--- config.mk ---
export PLATFORM = sky130hd
export DESIGN_NAME = fa2_serial_ctrl
export DESIGN_NICKNAME = d
export VERILOG_FILES = /design/src/rtl/fa2_serial_pkg.sv /design/src/rtl/fa2_serial_ctrl_add2_slice.sv /design/src/rtl/fa2_serial_ctrl.sv
export SDC_FILE = /design/constraint.sdc
export NUM_CORES = 1
export LEC_CHECK = 0
export CAP_MARGIN = 25
export CORE_MARGIN = 8
export CORE_UTILIZATION = 51
export CTS_CLUSTER_DIAMETER = 150
export DETAILED_ROUTE_END_ITERATION = 8
export GPL_TIMING_DRIVEN = 0
export PLACE_DENSITY = 0.9
export SYNTH_ARGS = -nofsm -noshare
export SYNTH_HDL_FRONTEND = slang
export SYNTH_HIERARCHICAL = 1
export SYNTH_SLANG_ARGS = --single-unit
--- constraint.sdc ---
create_clock -name clk -period 1.9 [get_ports clk]
set_input_delay 0.285 -clock clk [delete_from_list [all_inputs] [get_ports clk]]
set_output_delay 0.285 -clock clk [all_outputs]
set_load 0.02 [all_outputs]
--- src/rtl/fa2_serial_pkg.sv ---
// Shared types and helpers for the serial 2-bit-slice adder controller.
// Optional feature macro used by the controller: FA2_SERIAL_OVF_EN.
package fa2_serial_pkg;

   // Encodings are pinned so the debug state output is stable across builds.
   localparam logic [1:0] ENC_IDLE = 2'd0;
   localparam logic [1:0] ENC_RUN  = 2'd1;
   localparam logic [1:0] ENC_FIN  = 2'd2;

   typedef enum logic [1:0] {
      ST_IDLE = ENC_IDLE,
      ST_RUN  = ENC_RUN,
      ST_FIN  = ENC_FIN
   } state_t;

   // Digit counter width: clog2(width/2), but never below one bit so that a
   // single-digit adder (width 2) still has a legal counter register.
   function automatic int cnt_bits(input int width);
      int n;
      int b;
      n = width / 2;
      b = 0;
      while ((1 << b) < n) b++;
      return (b < 1) ? 1 : b;
   endfunction

endpackage

--- src/rtl/fa2_serial_ctrl_add2_slice.sv ---
// Combinational 2-bit ripple-carry adder slice. c0 is the carry out of bit 0,
// i.e. the carry into bit 1, which the controller uses for signed overflow.
module add2_slice (
   input  logic [1:0] a,
   input  logic [1:0] b,
   input  logic       ci,
   output logic [1:0] sum,
   output logic       c0,
   output logic       co
);

   // Two chained full adders.
   always_comb begin
      sum[0] = a[0] ^ b[0] ^ ci;
      c0     = (a[0] & b[0]) | (ci & (a[0] ^ b[0]));
      sum[1] = a[1] ^ b[1] ^ c0;
      co     = (a[1] & b[1]) | (c0 & (a[1] ^ b[1]));
   end

endmodule

--- src/rtl/fa2_serial_ctrl.sv ---
// Serial WIDTH-bit adder controller: one shared 2-bit slice, two bits per
// cycle, LSB pair first, carry held in a register between digits.
// Optional signed-overflow output is enabled by defining FA2_SERIAL_OVF_EN.
//
// Handshake: start is sampled on every rising edge; it is accepted only in
// IDLE or FIN (busy low), where a, b and ci are captured. While busy is high
// start is ignored and not queued. done is a one-cycle pulse during which
// sum/co (and ovf) hold the new result; they keep that value until the next
// done. dbg_state exposes the FSM state for observation.
module fa2_serial_ctrl
   import fa2_serial_pkg::*;
#(
   parameter int WIDTH = 8
) (
   input  logic             clk,
   input  logic             rst,
   input  logic             start,
   input  logic [WIDTH-1:0] a,
   input  logic [WIDTH-1:0] b,
   input  logic             ci,
   output logic [WIDTH-1:0] sum,
   output logic             co,
   output logic             busy,
   output logic             done,
   output state_t           dbg_state
`ifdef FA2_SERIAL_OVF_EN
   ,
   output logic             ovf
`endif
);

   localparam int N  = WIDTH / 2;
   localparam int CW = cnt_bits(WIDTH);
   localparam logic [CW-1:0] LAST = CW'(N - 1);

   generate
      if ((WIDTH < 2) || ((WIDTH % 2) != 0)) begin : g_bad_width
         $error("fa2_serial_ctrl: WIDTH must be even and >= 2");
      end
   endgenerate

   state_t           state;
   logic [WIDTH-1:0] a_sh;
   logic [WIDTH-1:0] b_sh;
   logic [WIDTH-1:0] acc;
   logic [WIDTH-1:0] acc_nxt;
   logic             carry;
   logic [CW-1:0]    cnt;
   logic [1:0]       s_sum;
   logic             s_c0;
   logic             s_co;

   add2_slice u_slice (
      .a   (a_sh[1:0]),
      .b   (b_sh[1:0]),
      .ci  (carry),
      .sum (s_sum),
      .c0  (s_c0),
      .co  (s_co)
   );

   // New digit enters at the top of the accumulator; after N digits the
   // first digit has reached bits [1:0].
   generate
      if (WIDTH == 2) begin : g_acc_w2
         assign acc_nxt = s_sum;
      end else begin : g_acc_wide
         assign acc_nxt = {s_sum, acc[WIDTH-1:2]};
      end
   endgenerate

   assign dbg_state = state;

   // Sequencer: capture operands, step one digit per cycle, publish result.
   always_ff @(posedge clk or posedge rst) begin
      if (rst) begin
         state <= ST_IDLE;
         a_sh  <= '0;
         b_sh  <= '0;
         acc   <= '0;
         carry <= 1'b0;
         cnt   <= '0;
         sum   <= '0;
         co    <= 1'b0;
         busy  <= 1'b0;
         done  <= 1'b0;
`ifdef FA2_SERIAL_OVF_EN
         ovf   <= 1'b0;
`endif
      end else begin
         case (state)
            ST_IDLE, ST_FIN: begin
               done <= 1'b0;
               if (start) begin
                  a_sh  <= a;
                  b_sh  <= b;
                  carry <= ci;
                  acc   <= '0;
                  cnt   <= '0;
                  busy  <= 1'b1;
                  state <= ST_RUN;
               end else begin
                  state <= ST_IDLE;
               end
            end
            ST_RUN: begin
               a_sh  <= a_sh >> 2;
               b_sh  <= b_sh >> 2;
               carry <= s_co;
               acc   <= acc_nxt;
               cnt   <= cnt + 1'b1;
               if (cnt == LAST) begin
                  sum   <= acc_nxt;
                  co    <= s_co;
`ifdef FA2_SERIAL_OVF_EN
                  // Carry into the MSB is the slice's bit-0 carry on the last digit.
                  ovf   <= s_c0 ^ s_co;
`endif
                  busy  <= 1'b0;
                  done  <= 1'b1;
                  state <= ST_FIN;
               end
            end
            default: begin
               busy  <= 1'b0;
               done  <= 1'b0;
               state <= ST_IDLE;
            end
         endcase
      end
   end

`ifndef FA2_SERIAL_OVF_EN
   // The bit-0 carry only matters for overflow; keep it referenced otherwise.
   logic unused_c0;
   assign unused_c0 = s_c0;
`endif

endmodule

**Word level (Yosys, flattened, before mapping)**

Index checks and enable logic that the tools add are counted.
W data, S select, Z words.

- Output and inout bits: 13
- Word-level logic and storage cells: 50
- Register bits after elaboration: 40
- Input port bits: 20

- Reductions and logical operators: 6
- Bitwise gates (word level): 10
- Eq/ne operators: 5
- Mux-type cells: 18
- $add $sub $neg: 1

Operators with widths:

| kind | count |
|---|---|
| $pmux W8 S2 | 3 |
| $mux W8 | 3 |
| $pmux W2 S2 | 2 |
| $mux W1 | 6 |
| $reduce_and A2 Y1 | 3 |
| $and A1 B1 Y1 | 4 |
| $eq A2 B2 Y1 const B | 2 |
| $mux W2 | 2 |
| $ne A2 B2 Y1 const B | 2 |
| $pmux W1 S2 | 2 |
| $xor A1 B1 Y1 | 4 |
| $add A2 B1 Y2 const B | 1 |
| $eq A2 B1 Y1 const B | 1 |
| $logic_not A2 Y1 | 1 |
| $or A1 B1 Y1 | 2 |
| $reduce_bool A2 Y1 | 1 |
| $reduce_or A2 Y1 | 1 |

**Longest topological paths before layout**

Gate-level depths: netlist of the first run.

- Depth in word-level cells: 6
- Depth in mapped cells: 5
- Gate-level depth less buffers: 4

**Hierarchy**

The synthesis of the first run kept the hierarchy.

Modules (own cells, without submodules):

| module | sequential area each (sq um) | times used | cells each | area an instance (sq um) |
|---|---|---|---|---|
| fa2_serial_ctrl | 925.9 | 1 | 153 | 1749.2 |
| add2_slice | 0.0 | 1 | 2 | 40.0 |

**Least setup slack after synthesis of the first run**

No wires, ideal clock.

- Path type: register -> register
- From: register a_sh[0]
- To: register sum[7]
- Period minus slack after synthesis: 1.644 ns
- Buffers on the path: 0
- Data required time: 1.775 ns
- Arrival time: 1.519 ns
- Stages on the path, launching flop included: 4
- Setup slack: 0.256 ns
- Setup time: 0.125 ns
- Cell sequence: dfrtp_1 fa_1 fa_1 mux2_4

- Longest elaborated chain between the ends: 4
- Elaborated cells between the ends (all ways): 5
- Classes of those cells: 5 x bitwise

Ends and longest elaborated chain:

| item | RTL line | source |
|---|---|---|
| start: declaration | fa2_serial_ctrl.sv:43 | `logic [WIDTH-1:0] a_sh;` |
| start signal: assignment | fa2_serial_ctrl.sv:107 | `a_sh <= a_sh >> 2;` |
| $xor A1 B1 Y1 | fa2_serial_ctrl_add2_slice.sv:15 | `c0 = (a[0] & b[0]) \| (ci & (a[0] ^ b[0]));` |
| $and A1 B1 Y1 | fa2_serial_ctrl_add2_slice.sv:15 |  |
| $or A1 B1 Y1 (*) | fa2_serial_ctrl_add2_slice.sv:15 |  |
| via s_c0 | fa2_serial_ctrl.sv:50 | `logic s_c0;` |
| $xor A1 B1 Y1 (*) | fa2_serial_ctrl_add2_slice.sv:16 | `sum[1] = a[1] ^ b[1] ^ c0;` |
| via s_sum[1] | fa2_serial_ctrl.sv:49 | `logic [1:0] s_sum;` |
| end signal: assignment | fa2_serial_ctrl.sv:113 | `sum <= acc_nxt;` |
| end: declaration | fa2_serial_ctrl.sv:21 | `output logic [WIDTH-1:0] sum,` |

The timed path passes the listed nets; every way through them passes the cells marked *.
A chain may end at the register's enable or synchronous reset.

**Final worst setup path of the first run**

Same ends and word-level chain as after synthesis.

==> metrics.yaml, run 1 <==
status:
  status: "completed"
drt:
  drt_wl_total_mm: 3.94
  route.detailed.drc: 0
  dr.pass1.iters: 4
  drt-initial-drc-count: 56
  ant_nets: 0
  detail_route.wl_per_cell_um: 16.4
  routed_via_density: 5.51
  vias: 1322
final_layout:
  nets: 218
  multi_input_area_um2: 787
  drive_above_1_share_pct: 18.0
  fill_cells: 282
  stdcell_area_um2: 2240
  regArea_um2: 926
  areaGrowthSynthToFinish_pct: 25.0
  antenna_cells: 0
cts:
  ctsHoldBuffers: 0
  htreeDepth: 2
  clock_latency_ns: 0.34
  clk_pin_slew_ns: 0.10
  cts.sinks: 37
  cts_root_buf: "clkbuf_4"
  cts_tree: "built"
  cts.path.max_buffers: 2
  cts_setup_buffers: 0
  cts_buffers: 5
  ctsResizeCount: 0
worst_setup_path:
  critPathCaptureType: "flip-flop"
  timing.rr.start: "a_sh[0]"
  r2r_setup_slack_ns: 0.18
  cp-endpoint: "sum[7]"
  cp-startpoint: "a_sh[0]"
  critPathKind: "reg2reg"
  crit_path_start_kind: "flip-flop"
  rr_endpoint: "sum[7]"
  crit_required_ns: 2.14
  r2r_cells: 3
  arrival_ns: 1.96
  path_max_fanout: 2
logic_synthesis:
  synth.top_cell.area_share_pct: 51.7
  syn_inst: 155
  synth_area_per_cell_um2: 11.5
  syn-cell-area_um2: 1790
  yosys_register_bits: 37
  synth_area_leaders: "dfrtp_1 (52%), mux2_4 (7.6%), mux2i_1 (3.9%)"
  yosysTopAreaCell: "dfrtp_1"
  syn_nets: 178
  synth_warnings: 6
  seq_area_frac_synth_pct: 51.7
  synth.distinct_cells: 30
power_and_ir_drop:
  powerDensity_nw_per_um2: 1650
  ir_worst_vdd_mv: 0.753
  leakage_uw: 0.000996
floorplanning:
  core_um2: 3360
  die_h_um: 75.2
  dieArea_um2: 5660
  io_pins: 33
  start_util_pct: 53.2
  fp.dieW_um: 75.2
  num_rows: 21
worst_hold_path:
  hp-class: "in2async"
grt:
  grt_usage_pct: 15.0
  grt_overflow: 0
  grt_pass1_wl_mm: 6.47
  antenna_found_initial: 0
  grt_pass1_vias: 1456
  grt_max_degree: 26
place:
  placed_cell_area_um2: 2190
  gp_congestion: 0.888
  dp_hpwl_mm: 2.98
  io_buffer_count: 32
job:
  cap_viol_max_count: 0
sta:
  fin_tns_setup_ns: 0
  max-slew-margin-rel_pct: 60.9
  fin_crit_sh_pct: 90.3
  max_freq_mhz: 583
  tightest_slew_ns: 0.586
  min_period_ns: 1.72
  setup_viol_count_final: 0
  finClkSkew_ns: 0.00723
  drv_slew: 0
  final-hold-violation-count: 0
  grt_setup_unrepaired: "no"
==> how the worst min path moves through the flow <==
stage,start,endpoint,slack [ns]
after floorplan,a[6],a_sh[6],0.42
after detailed placement,b_sh[5],b_sh[5],0.49
after CTS,rst,sum[5],0.33
final,rst,sum[5],0.31
after global placement,b_sh[5],b_sh[5],0.46
after global routing,rst,sum[5],0.37
==> routing by layer <==
| layer | GRT usage, % | part of all wire (%) | vias to the layer above | routed length, um |
|---|---|---|---|---|
| li1 | - | - | 620 | - |
| met1 | 17.0 | 45 | 660 | 1790 |
| met2 | 26.1 | 48 | 34 | 1880 |
| met3 | 3.86 | 5.0 | 8 | 198 |
| met4 | 6.40 | 1.7 | 0 | 68 |
| met5 | 0 | 0 | - | 0 |
==> layout by cell type (no fill, tap or decap), types with 2 or more instances in the layout <==
cell and instances:
o21ai_0 10, clkbuf_1 2, nand2b_1 8, buf_4 2, nor2b_1 6, nor2_1 9, mux2i_1 7, a211oi_1 5
o22ai_1 6, fa_1 2, nor3_1 6, inv_1 2, clkbuf_4 5, nand2_1 10, mux2_4 9, a22o_1 4
nand3_1 2, clkdlybuf4s50_1 32, mux2_2 6, dfrtp_1 37, a21oi_1 5, buf_2 7
==> through the flow <==
stage                     setup WS (ns)  util (%)  instances  hold slack (ns)  total power (uW)
after global routing              0.139      66.5        240            0.365              3930
after global placement           0.0386      64.4        233            0.461              3210
final                             0.184      66.5        240            0.310              3680
after CTS                         0.176      66.5        240            0.330              3700
after detailed placement          0.144      65.3        234            0.492              3330
after floorplan                   0.256         -        155            0.425              2710
==> where the power goes <==
group	internal, uW	total, uW	switching [uW]
sequential	1150	1410	264
clock	128	378	250
combinational	980	1890	912
==> cell type report <==
cell class | count | area share, %
buffer | 12 | 3.08
clock buffer | 5 | 1.68
clock inverter | 1 | 0.224
inverter | 2 | 0.336
multi-input combinational | 104 | 35.2
sequential | 37 | 41.4
tap | 46 | 2.57
timing repair buffer | 33 | 15.5
==> critical path, cell delays in order, from the launching register on <==
cell and delay [ns]:
dfrtp_1 0.42, fa_1 0.45, fa_1 0.47, mux2_4 0.28
==> synthesized netlist by cell type, drive strengths merged <==
master / instances
a211oi: 5
a21o: 1
a21oi: 5
a221o: 1
a22o: 4
and3b: 1
buf: 10
clkbuf: 2
dfrtp: 37
fa: 2
ha: 1
inv: 2
mux2: 15
mux2i: 7
nand2: 11
nand2b: 8
nand3: 2
nand3b: 1
nor2: 10
nor2b: 7
nor3: 6
o21ai: 10
o22ai: 6
xnor2: 1
==> registers in the layout, indices dropped and copies added (netlist names) <==
name / cells
a_sh: 8
sum: 8
acc: 6
dbg_state: 1
co: 1
b_sh: 8
done: 1
carry: 1
cnt: 2
busy: 1
==> logic make-up (layout without fill, tap and decap cells) <==
group           Yosys count  count (layout)  share of synthesized area (%)
simple gates             46              46                           14.0
flops                    37              37                           51.7
buf+inv                  14              53                           4.27
xor+xnor                  1               1                          0.490
fa+ha+maj                 3               3                           2.94
compound gates           32              32                           11.3
mux                      22              22                           15.2
Note: power is estimated with default switching activity, not from simulation.
==> run 2, diff against run 1 <==
--- a/constraint.sdc
+++ b/constraint.sdc
@@ -3,2 +3,2 @@
 set_output_delay 0.285 -clock clk [all_outputs]
-set_load 0.02 [all_outputs]
+set_load 0.01 [all_outputs]
==> results of run 2 <==
Same layout as run 1 (identical final DEF). Status: completed.
Main changes from that run: total power 3680 uW -> 3590 uW; worst IR drop on VDD 0.753 mV -> 0.750 mV
==> run 3, diff against run 2 <==
Settings changed: SLEW_MARGIN set to 15.
==> metrics.yaml, run 3 (synthesis results as in run 1) <==
grt:
  grt_max_degree: 38  # was 26
  grt_pass1_vias: 1467  # was 1456
  antenna_found_initial: 0  # unchanged
  grt_pass1_wl_mm: 6.73  # was 6.47 mm
  grt_overflow: 0  # unchanged
  grt_usage_pct: 15.7  # was 15.0%
sta:
  layout_setup_ws_ns: 0.188  # was 0.184 ns
  max_freq_mhz: 584  # was 583 MHz
  drv_slew: 0  # unchanged
  min_period_ns: 1.71  # was 1.72 ns
  tightest_slew_ns: 0.767  # was 0.586 ns
  setup_viol_count_final: 0  # unchanged
  grt_setup_unrepaired: "no"  # unchanged
  final-hold-violation-count: 0  # unchanged
  fin_crit_sh_pct: 90.1  # was 90.3%
  finClkSkew_ns: 0.0158  # was 0.00723 ns
  fin_tns_setup_ns: 0  # unchanged
  max-slew-margin-rel_pct: 48.8  # was 60.9%
floorplanning:
  core_um2: 3360  # unchanged
  fp.dieW_um: 75.2  # unchanged
  num_rows: 21  # unchanged
  dieArea_um2: 5660  # unchanged
  die_h_um: 75.2  # unchanged
  start_util_pct: 53.2  # unchanged
  io_pins: 33  # unchanged
worst_setup_path:
  crit_top_cell: "fa_1"  # unchanged
  crit_required_ns: 2.15  # was 2.14 ns
  timing.rr.start: "a_sh[0]"  # unchanged
  r2r_setup_slack_ns: 0.19  # was 0.18 ns
  critPathKind: "reg2reg"  # unchanged
  arrival_ns: 1.96  # about the same
  rr_endpoint: "sum[7]"  # unchanged
  cp_cell_sequence: "fa_1 > fa_1 > mux2_4"  # unchanged
  crit_path_start_kind: "flip-flop"  # unchanged
  path_max_fanout: 2  # unchanged
  slowest_stage: "fa_1"  # unchanged
  critPathCaptureType: "flip-flop"  # unchanged
  max_stage_delay_ns: 0.46  # was 0.47 ns
  r2r_cells: 3  # unchanged
drt:
  dr.pass1.iters: 4  # unchanged
  vias: 1324  # was 1322
  route.detailed.drc: 0  # unchanged
  drt_wl_total_mm: 4.08  # was 3.94 mm
  ant_nets: 0  # unchanged
  detail_route.wl_per_cell_um: 16.9  # was 16.4 um
  drt-initial-drc-count: 96  # was 56
  routed_via_density: 5.49  # was 5.51
final_layout:
  finalNonFillerCells: 241  # was 240
  utilization_pct: 67.0  # was 66.5%
  reg.largest.list: "a_sh (8), b_sh (8), sum (8)"  # unchanged
  final_cell_mix: "dfrtp_1 (37), clkdlybuf4s50_1 (32), nand2_1 (10), o21ai_0 (10)"  # unchanged
  regArea_um2: 926  # unchanged
  fill_cells: 285  # was 282
  drive_above_1_share_pct: 18.5  # was 18.0%
  stdcell_area_um2: 2250  # was 2240 um^2
  nets: 217  # was 218
  antenna_cells: 0  # unchanged
  areaGrowthSynthToFinish_pct: 25.9  # was 25.0%
  multi_input_area_um2: 787  # unchanged
  final_common_cell: "dfrtp_1"  # unchanged
place:
  placed_cell_area_um2: 2170  # was 2190 um^2
  dp_hpwl_mm: 3.02  # was 2.98 mm
  io_buffer_count: 32  # unchanged
  gp_congestion: 0.888  # unchanged
  dp_cells: 233  # was 234
  place_ws_ns: 0.143  # was 0.144 ns
cts:
  ctsHoldBuffers: 0  # unchanged
  cts_root_buf: "clkbuf_4"  # unchanged
  cts.sinks: 37  # unchanged
  cts_tree: "built"  # unchanged
  cts_setup_buffers: 0  # unchanged
  clk_pin_slew_ns: 0.11  # was 0.10 ns
  cts_buffers: 5  # unchanged
  ctsResizeCount: 0  # unchanged
  clock_latency_ns: 0.35  # was 0.34 ns
  cts.path.max_buffers: 2  # unchanged
  htreeDepth: 2  # unchanged
power_and_ir_drop:
  leakage_uw: 0.00100  # was 0.000996 uW
  powerDensity_nw_per_um2: 1690  # was 1610 nW/um^2
  ir_worst_vdd_mv: 0.817  # was 0.750 mV
job:
  cap_viol_max_count: 0  # unchanged
worst_hold_path:
  hp-class: "in2async"  # unchanged
status:
  status: "completed"  # unchanged
## run 3: cell count changes in the layout (fill, tap and decap cells not counted), sizes merged
cell | before | now
buf | 11 | 10
bufinv | 0 | 1
clkbuf | 7 | 9
clkinv | 1 | 0
## run 3: worst max-delay path: cells and delay by family, from the launching register on
kind | cells | cell delay, ns
flops | 1 | 0.42
mux | 1 | 0.28
fa+ha+maj | 2 | 0.91
## run 3: how the worst max path moves through the flow
stage,from,to,slack [ns],cells past startpoint
finish,a_sh[0],sum[7],0.19,3
global route,a_sh[0],sum[7],0.14,3
CTS,a_sh[0],sum[7],0.19,3
detailed placement,start,a_sh[5],0.14,5
global placement,rst,b_sh[7],0.04,2
floorplan,a_sh[0],sum[7],0.26,3
## run 3: stage by stage
stage | hold slack, ns | power [uW]
3_3_place_gp | 0.461 | 3120
6_report | 0.392 | 3800
2_1_floorplan | 0.425 | 2620
4_1_cts | 0.431 | 3810
5_1_grt | 0.480 | 4060
3_5_place_dp | 0.495 | 3250
## run 3: cell type report
type | count | share of cell area [%]
Buffer | 12 | 3.06
Tap cell | 46 | 2.56
Multi-Input combinational cell | 104 | 34.9
Clock buffer | 7 | 2.44
Inverter | 2 | 0.333
Clock inverter | 1 | 1.33
Sequential cell | 37 | 41.1
Timing Repair Buffer | 32 | 14.2
## run 3: where the power goes
group | switching (uW) | internal [uW] | total (uW)
clock | 263 | 314 | 577
combinational | 829 | 973 | 1800
sequential | 271 | 1150 | 1420
## run 3: metal layers
layer / GRT usage [%] / up-vias / wire [um]
li1: - / 620 / -
met1: 18.6 / 655 / 1830
met2: 26.2 / 41 / 1960
met3: 4.53 / 8 / 221
met4: 5.97 / 0 / 61
met5: 0 / - / 0
